--- config.mk ---
export PLATFORM = sky130hd
export DESIGN_NAME = blob_centroid_tracker
export DESIGN_NICKNAME = d
export VERILOG_FILES = /design/src/rtl/cam_pkg.sv /design/src/rtl/seq_divider.sv /design/src/rtl/blob_centroid_tracker.sv
export SDC_FILE = /design/constraint.sdc
export NUM_CORES = 1
export LEC_CHECK = 0
export CAP_MARGIN = 15
export CELL_PAD_IN_SITES_DETAIL_PLACEMENT = 2
export CELL_PAD_IN_SITES_GLOBAL_PLACEMENT = 2
export CORE_ASPECT_RATIO = 0.75
export CORE_MARGIN = 2
export CORE_UTILIZATION = 43
export CTS_CLUSTER_DIAMETER = 150
export CTS_CLUSTER_SIZE = 30
export DETAILED_ROUTE_END_ITERATION = 7
export HOLD_SLACK_MARGIN = 0.08
export PLACE_DENSITY = 0.83
export REMOVE_ABC_BUFFERS = 1
export SLEW_MARGIN = 20
export SYNTH_ARGS = -nofsm -noshare
export SYNTH_HDL_FRONTEND = slang
export SYNTH_SLANG_ARGS = --single-unit
--- constraint.sdc ---
create_clock -name clk -period 19.1 [get_ports clk]
set_clock_uncertainty 0.05 [all_clocks]
set_input_delay 2.865 -clock clk [delete_from_list [all_inputs] [get_ports clk]]
set_output_delay 2.865 -clock clk [all_outputs]
set_load 0.02 [all_outputs]
--- src/rtl/cam_pkg.sv ---
// Shared image geometry, datapath widths and FSM states for the blob centroid path.
package cam_pkg;

  localparam int unsigned IMG_W = 320;
  localparam int unsigned IMG_H = 240;

  localparam int unsigned X_W   = 9;
  localparam int unsigned Y_W   = 8;
  localparam int unsigned CNT_W = 17;
  localparam int unsigned SUM_W = 25;

  typedef enum logic [1:0] {
    IDLE,
    DIV,
    DONE
  } state_t;

endpackage

--- src/rtl/seq_divider.sv ---
// Unsigned restoring divider, one quotient bit per cycle; divisor 0 is treated as 1.
module seq_divider #(
  parameter int unsigned DVD_W  = 25,
  parameter int unsigned DVSR_W = 17
) (
  input  logic              clk,
  input  logic              reset,
  input  logic              start,
  input  logic [DVD_W-1:0]  dividend,
  input  logic [DVSR_W-1:0] divisor,
  output logic              busy,
  output logic              done,
  output logic [DVD_W-1:0]  quotient
);

  localparam int unsigned ITER_W = $clog2(DVD_W + 1);

  logic [DVSR_W-1:0] rem;
  logic [DVSR_W-1:0] dvsr;
  logic [ITER_W-1:0] iter;
  logic [DVSR_W:0]   shifted;
  logic [DVSR_W:0]   diff;

  // Remainder stays below the divisor, so the MSB of diff is a clean borrow flag.
  always_comb begin
    shifted = {rem, quotient[DVD_W-1]};
    diff    = shifted - {1'b0, dvsr};
  end

  always_ff @(posedge clk or posedge reset) begin
    if (reset) begin
      rem      <= '0;
      dvsr     <= '0;
      iter     <= '0;
      quotient <= '0;
      busy     <= 1'b0;
      done     <= 1'b0;
    end else begin
      done <= 1'b0;
      if (start && !busy) begin
        rem      <= '0;
        quotient <= dividend;
        dvsr     <= (divisor == '0) ? DVSR_W'(1) : divisor;
        iter     <= '0;
        busy     <= 1'b1;
      end else if (busy) begin
        if (!diff[DVSR_W]) begin
          rem      <= diff[DVSR_W-1:0];
          quotient <= {quotient[DVD_W-2:0], 1'b1};
        end else begin
          rem      <= shifted[DVSR_W-1:0];
          quotient <= {quotient[DVD_W-2:0], 1'b0};
        end
        if (iter == ITER_W'(DVD_W - 1)) begin
          busy <= 1'b0;
          done <= 1'b1;
        end else begin
          iter <= iter + 1'b1;
        end
      end
    end
  end

endmodule

--- src/rtl/blob_centroid_tracker.sv ---
// Per-frame foreground statistics (count, coordinate sums, bbox) and centroid via sequential divide.
module blob_centroid_tracker #(
  parameter int unsigned IMG_W      = cam_pkg::IMG_W,
  parameter int unsigned IMG_H      = cam_pkg::IMG_H,
  parameter int unsigned MIN_PIXELS = 16
) (
  input  logic                      clk,
  input  logic                      reset,
  input  logic                      pix_valid,
  input  logic                      pix_data,
  input  logic                      frame_done,
  output logic                      result_valid,
  output logic                      target_found,
  output logic [cam_pkg::X_W-1:0]   centroid_x,
  output logic [cam_pkg::Y_W-1:0]   centroid_y,
  output logic [cam_pkg::CNT_W-1:0] fg_count,
  output logic [cam_pkg::X_W-1:0]   bbox_xmin,
  output logic [cam_pkg::X_W-1:0]   bbox_xmax,
  output logic [cam_pkg::Y_W-1:0]   bbox_ymin,
  output logic [cam_pkg::Y_W-1:0]   bbox_ymax,
  output logic                      busy,
  output logic                      overrun
);

  import cam_pkg::*;

  state_t           state;
  logic [X_W-1:0]   x_pos;
  logic [Y_W-1:0]   y_pos;
  logic [CNT_W-1:0] cnt, cnt_nxt, snap_cnt;
  logic [SUM_W-1:0] sx, sy, sx_nxt, sy_nxt;
  logic [X_W-1:0]   xmin, xmax, xmin_nxt, xmax_nxt, snap_xmin, snap_xmax;
  logic [Y_W-1:0]   ymin, ymax, ymin_nxt, ymax_nxt, snap_ymin, snap_ymax;
  logic             pix_in, fg, accept, div_start, found;
  logic             dx_busy, dy_busy, dx_done, dy_done;
  logic [SUM_W-1:0] qx, qy;
  logic [X_W-1:0]   cx_sat;
  logic [Y_W-1:0]   cy_sat;

  // The *_nxt values include a pixel coincident with frame_done, so the snapshot sees it.
  always_comb begin
    pix_in    = pix_valid && (y_pos != Y_W'(IMG_H));
    fg        = pix_in && pix_data;
    accept    = frame_done && (state == IDLE);
    div_start = accept && !dx_busy && !dy_busy;
    cnt_nxt   = cnt;
    sx_nxt    = sx;
    sy_nxt    = sy;
    xmin_nxt  = xmin;
    xmax_nxt  = xmax;
    ymin_nxt  = ymin;
    ymax_nxt  = ymax;
    if (fg) begin
      cnt_nxt = cnt + 1'b1;
      sx_nxt  = sx + SUM_W'(x_pos);
      sy_nxt  = sy + SUM_W'(y_pos);
      if (x_pos < xmin) xmin_nxt = x_pos;
      if (x_pos > xmax) xmax_nxt = x_pos;
      if (y_pos < ymin) ymin_nxt = y_pos;
      if (y_pos > ymax) ymax_nxt = y_pos;
    end
    found  = (snap_cnt >= CNT_W'(MIN_PIXELS));
    cx_sat = (|qx[SUM_W-1:X_W]) ? '1 : qx[X_W-1:0];
    cy_sat = (|qy[SUM_W-1:Y_W]) ? '1 : qy[Y_W-1:0];
  end

  seq_divider #(.DVD_W(SUM_W), .DVSR_W(CNT_W)) u_div_x (
    .clk      (clk),
    .reset    (reset),
    .start    (div_start),
    .dividend (sx_nxt),
    .divisor  (cnt_nxt),
    .busy     (dx_busy),
    .done     (dx_done),
    .quotient (qx)
  );

  seq_divider #(.DVD_W(SUM_W), .DVSR_W(CNT_W)) u_div_y (
    .clk      (clk),
    .reset    (reset),
    .start    (div_start),
    .dividend (sy_nxt),
    .divisor  (cnt_nxt),
    .busy     (dy_busy),
    .done     (dy_done),
    .quotient (qy)
  );

  always_ff @(posedge clk or posedge reset) begin
    if (reset) begin
      x_pos <= '0;
      y_pos <= '0;
      cnt   <= '0;
      sx    <= '0;
      sy    <= '0;
      xmin  <= '1;
      xmax  <= '0;
      ymin  <= '1;
      ymax  <= '0;
    end else if (frame_done) begin
      x_pos <= '0;
      y_pos <= '0;
      cnt   <= '0;
      sx    <= '0;
      sy    <= '0;
      xmin  <= '1;
      xmax  <= '0;
      ymin  <= '1;
      ymax  <= '0;
    end else begin
      cnt  <= cnt_nxt;
      sx   <= sx_nxt;
      sy   <= sy_nxt;
      xmin <= xmin_nxt;
      xmax <= xmax_nxt;
      ymin <= ymin_nxt;
      ymax <= ymax_nxt;
      if (pix_in) begin
        if (x_pos == X_W'(IMG_W - 1)) begin
          x_pos <= '0;
          y_pos <= y_pos + 1'b1;
        end else begin
          x_pos <= x_pos + 1'b1;
        end
      end
    end
  end

  always_ff @(posedge clk or posedge reset) begin
    if (reset) begin
      state        <= IDLE;
      busy         <= 1'b0;
      overrun      <= 1'b0;
      result_valid <= 1'b0;
      target_found <= 1'b0;
      centroid_x   <= '0;
      centroid_y   <= '0;
      fg_count     <= '0;
      bbox_xmin    <= '0;
      bbox_xmax    <= '0;
      bbox_ymin    <= '0;
      bbox_ymax    <= '0;
      snap_cnt     <= '0;
      snap_xmin    <= '0;
      snap_xmax    <= '0;
      snap_ymin    <= '0;
      snap_ymax    <= '0;
    end else begin
      result_valid <= 1'b0;
      if ((pix_valid && !pix_in) || (frame_done && (state != IDLE)))
        overrun <= 1'b1;
      case (state)
        IDLE: begin
          if (accept) begin
            snap_cnt  <= cnt_nxt;
            snap_xmin <= xmin_nxt;
            snap_xmax <= xmax_nxt;
            snap_ymin <= ymin_nxt;
            snap_ymax <= ymax_nxt;
            busy      <= 1'b1;
            state     <= DIV;
          end
        end
        DIV: begin
          if (dx_done && dy_done) state <= DONE;
        end
        DONE: begin
          result_valid <= 1'b1;
          target_found <= found;
          fg_count     <= snap_cnt;
          centroid_x   <= found ? cx_sat : '0;
          centroid_y   <= found ? cy_sat : '0;
          bbox_xmin    <= found ? snap_xmin : '0;
          bbox_xmax    <= found ? snap_xmax : '0;
          bbox_ymin    <= found ? snap_ymin : '0;
          bbox_ymax    <= found ? snap_ymax : '0;
          busy         <= 1'b0;
          state        <= IDLE;
        end
        default: state <= IDLE;
      endcase
    end
  end

endmodule

==> flow_metrics.tcl, run 1 <==
set metrics [dict create \
    nets 2064 \
    power_density_mw_per_mm2 65.7 \
    clockPowerShare 0.321 \
    hold_buffers 0 \
    fin_util 0.476 \
    die-area_sq_mm 0.0453 \
    yosys_warnings 0 \
    p_seq_frac 0.618 \
    syn_avg_cell_area_sq_um 9.65 \
    synth_area_leader_cell "dfrtp_1" \
    synth_enable_flop_cells 0 \
    synth_ff_type "dfrtp_1" \
    rsz0062_at_grt "false" \
    cts_root_buffer "clkbuf_16" \
    cts_buffer_depth 3 \
    power_switching_share 0.248 \
    hpwl_um 38500 \
    p_int_w 0.00102 \
    maxCapViolCount 0 \
    antenna_found_initial 1 \
    hold_class "flop to flop" \
    setup_viol 0 \
    grt_usage 0.252 \
    drc 0 \
    status "finished clean" \
    io_buffer_count 76 \
    grt_remaining_overflow 0 \
    cts_tree "yes" \
    slew_headroom 0.287 \
    boundaryPins 77 \
    async_reset_ff_frac 1.00 \
    final_common_cell "dfrtp_1" \
    hold_viol 0 \
    cts-resized-gates 0 \
    worst_ep_required_time_ns 19.46 \
    cts.reportedPaths.clkPinSlew_ns 0.12 \
    die_y_um 185 \
    ir_drop_mv 0.0788 \
    ys_types 67 \
    slew_violations 0 \
    synthTopCellsByArea "dfrtp_1, ha_1, nand2_1" \
    areaGrowthSynthToFinish_pct 9.67 \
    dp_slack_ns 12.66 \
    synthCells 1942 \
    drt_iter0_markers 711 \
    core_area_sq_mm 0.0432 \
    routed-via-count 14612 \
    combPwrFrac 0.061 \
    max_slew.worst_pin.slew_ns 1.07 \
    final_cell_mix "dfrtp_1, nand2_1, nor2_1" \
    synth_seq_cells 375 \
    worst_slack_ns 13.19 \
    p_total_w 0.00135 \
    insertion_delay_ns 0.54 \
    period_minus_slack_ns 5.91 \
    cts.sinks 375 \
    yosysSeqAreaShare 0.502 \
    cts_setup_buffers 0 \
    htreeDepth 1 \
    grt_max_degree 173 \
    critPathKind "input port to flop" \
    synth.cell_area_sq_mm 0.0187 \
    fin_setup_tns_ns 0 \
    cp-start-kind "input port" \
    drive_gt1_frac 0.0400 \
    gp_congestion 0.845 \
    wl_per_cell_um 21.6 \
    critPathMaxFanout 103 \
    start_util 0.434 \
    grt_pass1_wl_um 91400 \
    rows 66 \
    fmaxAchievable_mhz 169 \
    die_w_um 245 \
    p_leak_nw 9.45 \
    holdWs_ns 0.432 \
    wl_um 55200 \
    synth_top_area_frac 0.478 \
    timing.final.crit_share 0.310 \
    antenna_left 0 \
    first_global_vias 16456 \
    vias_per_cell 5.72 \
    first_pass_iters 6 \
    cp.arrival_ns 6.27 \
    cts_buffers 16 \
    net-switching-power_w 0.000334 \
    cp-end-kind "flop" \
]
-- worst max-delay path, cell delays in order --
cell,delay [ns]
buf_4,0.51
nor3b_2,0.34
buf_4,0.86
and2_1,0.24
buf_4,0.33
nor2_1,0.16
nor2_1,0.48
nand4_1,0.19
xor2_1,0.18
nor2_1,0.06
-- per-layer routing --
metal / global-route usage / up-vias / routed length, um / part of all wire
met2: 0.430 / 156 / 26700 / 0.48
met5: 0 / - / 0 / 0
li1: - / 6754 / - / -
met4: 0.0549 / 0 / 1140 / 0.021
met3: 0.0269 / 66 / 1240 / 0.023
met1: 0.348 / 7636 / 26100 / 0.47
-- power groups by stage --
stage	registers, W	logic (W)	clock network [W]
global placement	0.000846	0.0000770	0
finish	0.000834	0.0000829	0.000433
global route	0.000837	0.0000944	0.000473
CTS	0.000834	0.0000854	0.000449
floorplan	0.000843	0.0000543	0
detailed placement	0.000849	0.0000840	0
-- final timing paths --
| path | start | to | slack, ns | depth (start not counted) |
|---|---|---|---|---|
| max in group asynchronous | reset | u_div_y.busy$_DFF_PP0_ | 14.58 | 3 |
| worst max register to register | x_pos[0]$_DFFE_PP0P_ | u_div_x.quotient[12]$_DFFE_PP0P_ | 15.21 | 12 |
| worst max-delay path | frame_done | u_div_y.iter[4]$_DFFE_PP0P_ | 13.19 | 10 |
| worst min register to register | centroid_y[5]$_DFFE_PP0P_ | centroid_y[5]$_DFFE_PP0P_ | 0.43 | 2 |
| worst min-delay path | centroid_y[5]$_DFFE_PP0P_ | centroid_y[5]$_DFFE_PP0P_ | 0.43 | 2 |
| min in group asynchronous | reset | bbox_xmax[6]$_DFFE_PP0P_ | 2.89 | 2 |
-- sequential cells by signal, summed over array words and instances, names as in the netlist, 9 cells and up --
name / count
bbox_xmax: 9
bbox_xmin: 9
centroid_x: 9
cnt: 17
fg_count: 17
snap_cnt: 17
snap_xmax: 9
snap_xmin: 9
sx: 25
sy: 25
u_div_x.dvsr: 17
u_div_x.quotient: 25
u_div_x.rem: 17
u_div_y.dvsr: 17
u_div_y.quotient: 25
u_div_y.rem: 17
x_pos: 9
xmax: 9
xmin: 9
-- Yosys cell counts (13+ instances only) --
master / instances
nor2_1: 208
and3_1: 24
o21ai_0: 120
ha_1: 91
a22o_1: 34
a22oi_1: 24
clkbuf_1: 70
o21a_1: 13
a21oi_1: 139
a21o_1: 21
nand4_1: 20
xor2_1: 48
dfstp_2: 17
mux2i_1: 52
inv_1: 98
nor3_1: 26
a21boi_0: 21
xnor2_1: 44
o211ai_1: 20
nor2b_1: 24
nand2_1: 218
dfrtp_1: 358
nand3_1: 59
nand2b_1: 32
and2_1: 13
-- cell families after synthesis --
kind of cell / share of synthesized area
adders and majority gates: 0.0650
muxes: 0.0278
and+or+nand+nor: 0.169
xor gates and xnor gates: 0.0439
buffers and inverters: 0.0381
AOI/OAI and AO/OA: 0.154
DFF: 0.502
-- through the flow --
step                cell area, sq um  instances
floorplan                      18400       1853
global placement               20100       2524
detailed placement             20100       2524
CTS                            20600       2552
global route                   20600       2552
finish                         20600       2553
-- area by class of cell --
| cell class | instances | area (sq um) |
|---|---|---|
| diodes | 1 | 2.50 |
| clock buffers | 27 | 463 |
| clock inverters | 1 | 16.3 |
| fillers | 4587 | 22600 |
| inverters | 99 | 379 |
| multi-input cells | 1379 | 8670 |
| flip-flops and latches | 375 | 9410 |
| well taps | 578 | 723 |
| repair buffers | 93 | 898 |
Power figures use the tool's default switching activity.
==> run 2, diff against run 1 <==
--- a/config.mk
+++ b/config.mk
@@ -10,12 +10,12 @@
 export CELL_PAD_IN_SITES_GLOBAL_PLACEMENT = 2
 export CORE_ASPECT_RATIO = 0.75
 export CORE_MARGIN = 2
-export CORE_UTILIZATION = 43
+export CORE_UTILIZATION = 36
 export CTS_CLUSTER_DIAMETER = 150
 export CTS_CLUSTER_SIZE = 30
 export DETAILED_ROUTE_END_ITERATION = 7
 export HOLD_SLACK_MARGIN = 0.08
-export PLACE_DENSITY = 0.83
+export PLACE_DENSITY = 0.74
 export REMOVE_ABC_BUFFERS = 1
 export SLEW_MARGIN = 20
 export SYNTH_ARGS = -nofsm -noshare
==> constraint.sdc (replaced) <==
create_clock -name clk -period 4.85 [get_ports clk]
set_clock_uncertainty 0.05 [all_clocks]
set_input_delay 0.7275 -clock clk [delete_from_list [all_inputs] [get_ports clk]]
set_output_delay 0.7275 -clock clk [all_outputs]
set_load 0.02 [all_outputs]
==> run 2 against run 1 <==
Sequential power increased to 3.9 times the previous value. First-iteration DRC count increased by 15%. Combinational power increased to 3.9 times the previous value. Die area increased by 19%. Register-to-register slack got worse by 14 ns. Critical path depth unchanged. Flip-flop and latch count unchanged. Largest cell class unchanged.
==> flow_metrics.tcl, run 2 (same netlist as run 1, synthesis figures left out) <==
set metrics [dict create \
    p_leak_nw 9.52 \
    cp.arrival_ns 4.04 \
    timing.final.crit_share 0.751 \
    power_density_mw_per_mm2 256 \
    drive_gt1_frac 0.0458 \
    cts.reportedPaths.clkPinSlew_ns 0.12 \
    die_y_um 202 \
    final_area_sq_mm 0.0208 \
    hold_buffers 0 \
    critPathKind "flop to flop" \
    die_w_um 267 \
    cpLargestDelayFamily "compound AO/OA/AOI/OAI gates" \
    vias_per_cell 5.42 \
    grt_remaining_overflow 0 \
    nets 2077 \
    fmaxAchievable_mhz 274 \
    worst_ep_required_time_ns 5.25 \
    cp-end-kind "flop" \
    antenna_found_initial 1 \
    cts_root_buffer "clkbuf_16" \
    grt_usage 0.208 \
    cts.sinks 375 \
    fillers 5617 \
    drt_iter0_markers 816 \
    slowest_stage "o311ai_2" \
    cp_num_buf_inv 1 \
    die-area_sq_mm 0.0539 \
    placed_cell_area_sq_mm 0.0204 \
    wl_per_cell_um 20.3 \
    cts_tree "yes" \
    cts_setup_buffers 0 \
    io_buffer_count 76 \
    first_pass_iters 4 \
    max_slew.worst_pin.slew_ns 1.08 \
    ir_drop_mv 0.177 \
    hold_viol 0 \
    rsz0062_at_grt "false" \
    slew_violations 0 \
    cts_buffer_depth 3 \
    grt_pass1_wl_um 90400 \
    insertion_delay_ns 0.56 \
    rows 72 \
    max_stage_delay_ns 0.84 \
    critPathMaxFanout 9 \
    areaGrowthSynthToFinish_pct 11.2 \
    status "finished clean" \
    slew_headroom 0.281 \
    period_minus_slack_ns 3.64 \
    drc 0 \
    core_area_sq_mm 0.0515 \
    final_common_cell "dfrtp_1" \
    hold_class "flop to flop" \
    start_util 0.364 \
    regToRegStartpoint "u_div_x.dvsr[1]$_DFFE_PP0P_" \
    antenna_cells 0 \
    crit_start "u_div_x.dvsr[1]$_DFFE_PP0P_" \
    fin_util 0.404 \
    wl_um 54700 \
    cts-resized-gates 0 \
    first_global_vias 15900 \
    cp-start-kind "flop" \
    gp_congestion 0.828 \
    min-delay-start "centroid_x[4]$_DFFE_PP0P_" \
    final_cell_mix "dfrtp_1, nand2_1, nor2_1" \
    worstPathCellList "inv_1, ha_1, nor2b_1, o31ai_1, a21oi_1, a221oi_2, o21a_1, o311ai_2, nand2_1, o21ai_0" \
    cts_buffers 16 \
    boundaryPins 77 \
    maxCapViolCount 0 \
    routed-via-count 14585 \
    final-seq-area_sq_mm 0.00941 \
    grt_max_degree 126 \
    setup_viol 0 \
    htreeDepth 1 \
    antenna_left 0 \
    multi_input_area_sq_mm 0.00866 \
    hpwl_um 38700 \
]
-- run 2: changes by cell type in the layout (fill, tap and decap cells not counted), sizes merged --
cell and delta:
diode -1, buf +13
-- run 2: worst reg2reg max path, delay by kind of cell, from the launching register on --
family / cells / cell delay (ns)
flops: 1 / 0.44
buf+inv: 1 / 0.08
fa+ha+maj: 1 / 0.28
simple gates: 2 / 0.63
compound gates: 6 / 2.06
-- run 2: path summary, 6_finish.rpt --
check	end	slack [ns]	cells past startpoint
max	u_div_x.rem[4]$_DFFE_PP0P_	1.21	10
min	centroid_x[4]$_DFFE_PP0P_	0.43	2
max reg2reg	u_div_x.rem[4]$_DFFE_PP0P_	1.21	10
min reg2reg	centroid_x[4]$_DFFE_PP0P_	0.43	2
max in group asynchronous	snap_ymax[4]$_DFFE_PP0P_	3.14	3
min in group asynchronous	bbox_xmax[8]$_DFFE_PP0P_	0.72	2
-- run 2: metrics by stage --
step                      power (W)   TNS, ns  worst slack [ns]  instances  hold slack, ns
after floorplan             0.00353  -3114.58             -7.28       1853           0.389
after CTS                   0.00542         0              1.21       2690           0.437
after detailed placement    0.00368         0              1.07       2662           0.409
final                       0.00534         0              1.21       2690           0.428
after global placement      0.00365         0              1.15       2662           0.401
after global routing        0.00557         0             0.860       2690           0.476
-- run 2: cell type report --
cell class | count | share of cell area
clock buffer | 27 | 0.0222
inverter | 99 | 0.0182
timing repair buffer | 106 | 0.0496
clock inverter | 1 | 0.000781
multi-input combinational | 1379 | 0.416
sequential | 375 | 0.451
tap | 703 | 0.0422
-- run 2: report_power, final --
group	total [W]	leakage [nW]	switching (W)	internal, W
combinational	0.000323	4.59	0.000212	0.000111
clock	0.00173	0.229	0.00105	0.000678
sequential	0.00328	4.70	0.0000643	0.00322
total	0.00534	9.52	0.00133	0.00401
-- run 2: per-layer routing --
metal,vias to the layer above,global-route usage,wire length (um)
li1,6775,-,-
met1,7633,0.311,27800
met2,137,0.332,25000
met3,40,0.0226,1230
met4,0,0.0313,690
met5,-,0,0
==> run 3, diff against run 2 <==
==> constraint.sdc (replaced) <==
create_clock -name clk -period 3.1 [get_ports clk]
set_clock_uncertainty 0.05 [all_clocks]
set_input_delay 0.465 -clock clk [delete_from_list [all_inputs] [get_ports clk]]
set_output_delay 0.465 -clock clk [all_outputs]
set_load 0.02 [all_outputs]
==> run 3 against run 2 <==
Non-clock buffer count increased by 74. Routed wire length up 5.7%. Final area increased by 3.5%. Hold slack got worse by 0.13 ns. Sequential share of layout area shrank 1.5 points. Setup slack got worse by 1.0 ns. Sequential power increased by 56%. Critical path depth grew 3.
==> flow_metrics.tcl, run 3 (same netlist as run 1, synthesis figures left out) <==
set metrics [dict create \
    antenna_cells 0 \
    drc 0 \
    critPathMaxFanout 8 \
    cp.arrival_ns 3.36 \
    stdcell_count 2764 \
    critPathKind "flop to flop" \
    grt_max_degree 101 \
    start_util 0.364 \
    die_y_um 202 \
    period_minus_slack_ns 2.93 \
    fillers 5569 \
    cts_root_buffer "clkbuf_16" \
    grt_pass1_wl_um 94800 \
    cts.sinks 375 \
    nets 2151 \
    fin_setup_tns_ns 0 \
    areaGrowthSynthToFinish_pct 15.0 \
    setup_viol 0 \
    worst_ep_required_time_ns 3.52 \
    drt_iter0_markers 717 \
    power_density_mw_per_mm2 391 \
    p_leak_nw 9.91 \
    insertion_delay_ns 0.55 \
    slew_violations 0 \
    cts_tree "yes" \
    gp_congestion 0.817 \
    cts_buffers 16 \
    antenna_left 0 \
    htreeDepth 1 \
    antenna_found_initial 3 \
    ir_drop_mv 0.362 \
    cp-start-kind "flop" \
    final-seq-area_sq_mm 0.00941 \
    fin_util 0.418 \
    hold_viol 0 \
    rows 72 \
    grt_remaining_overflow 0 \
    hpwl_um 41300 \
    timing.final.crit_share 0.945 \
    fmaxAchievable_mhz 341 \
    max_slew.worst_pin.slew_ns 0.968 \
    final_common_cell "dfrtp_1" \
    multi_input_area_sq_mm 0.00873 \
    vias_per_cell 5.39 \
    cts.reportedPaths.clkPinSlew_ns 0.13 \
    cts_buffer_depth 3 \
    first_pass_iters 5 \
    boundaryPins 77 \
    status "finished clean" \
    die-area_sq_mm 0.0539 \
    routed-via-count 14900 \
    grt_usage 0.218 \
    wl_um 57800 \
    first_global_vias 16567 \
    post-place-cells 2727 \
    wl_per_cell_um 20.9 \
    core_area_sq_mm 0.0515 \
    drive_gt1_frac 0.0883 \
    slew_headroom 0.355 \
    final_cell_mix "dfrtp_1, nand2_1, nor2_1" \
    cp-end-kind "flop" \
    maxCapViolCount 0 \
    hold_buffers 0 \
    hold_class "input port to asynchronous set/reset pin" \
    io_buffer_count 76 \
    die_w_um 267 \
]
==> run 3: cell types whose count changed in the layout (fill, tap and decap cells not counted), moves of 2 or more <==
cell | previous run | this run
a21oi_1 | 139 | 137
a21oi_2 | 2 | 4
buf_12 | 4 | 12
buf_4 | 27 | 93
nand2b_1 | 31 | 29
nand2b_4 | 0 | 2
nor3b_1 | 10 | 8
nor3b_2 | 1 | 3
o21ai_0 | 120 | 117
o21ai_1 | 0 | 3
==> run 3: through the flow <==
step | hold WS [ns] | worst slack (ns) | cell area (sq um) | power [W]
after floorplan | 0.389 | -8.79 | 18400 | 0.00553
after global placement | 0.402 | 0.0296 | 20900 | 0.00576
after detailed placement | 0.413 | -0.0151 | 20900 | 0.00581
after CTS | 0.305 | 0.0453 | 21400 | 0.00856
after global routing | 0.321 | -0.0769 | 21600 | 0.00878
final | 0.296 | 0.169 | 21600 | 0.00844
==> run 3: cell type report <==
class | instances | share of cell area
clock buffer | 26 | 0.0213
timing repair buffer | 180 | 0.0783
clock inverter | 2 | 0.000870
sequential | 375 | 0.436
tap | 703 | 0.0408
multi-input combinational | 1379 | 0.405
inverter | 99 | 0.0176
==> run 3: repair_timing <==
action                     CTS  global route
setup endpoints to repair    0            45
resized for setup            0            21
buffers inserted             0             9
==> run 3: worst paths after layout <==
| check | start | endpoint | slack [ns] | cells after the start |
|---|---|---|---|---|
| min in group clk | centroid_y[5]$_DFFE_PP0P_ | centroid_y[5]$_DFFE_PP0P_ | 0.44 | 2 |
| setup / recovery | y_pos[0]$_DFFE_PP0P_ | u_div_y.quotient[18]$_DFFE_PP0P_ | 0.17 | 13 |
| setup reg to reg | y_pos[0]$_DFFE_PP0P_ | u_div_y.quotient[18]$_DFFE_PP0P_ | 0.17 | 13 |
| hold reg to reg | centroid_y[5]$_DFFE_PP0P_ | centroid_y[5]$_DFFE_PP0P_ | 0.44 | 2 |
| max in group asynchronous | reset | xmin[1]$_DFF_PP1_ | 1.93 | 3 |
| hold / removal | reset | bbox_xmax[7]$_DFFE_PP0P_ | 0.30 | 2 |
==> run 3: critical path, stage by stage, from the launching register on <==
cell	delay [ns]
dfrtp_1	0.41
ha_1	0.19
inv_1	0.06
fa_1	0.40
nor2b_1	0.21
o21ai_1	0.13
a21oi_2	0.18
o21ai_1	0.09
a21oi_1	0.17
buf_4	0.18
o2111ai_1	0.15
xnor2_1	0.34
mux2i_1	0.12
o21ai_0	0.17
==> run 3: layer usage <==
metal / up-vias / share of wire / GRT usage
li1: 6926 / - / -
met4: 0 / 0.0081 / 0.0255
met2: 129 / 0.46 / 0.355
met5: - / 0 / 0
met1: 7817 / 0.51 / 0.324
met3: 28 / 0.023 / 0.0212
==> run 3: report_power, final <==
group	switching (W)	internal [W]	leakage (nW)	total, W
combinational	0.000366	0.000209	4.99	0.000575
sequential	0.0000998	0.00503	4.70	0.00513
clock	0.00167	0.00106	0.226	0.00273
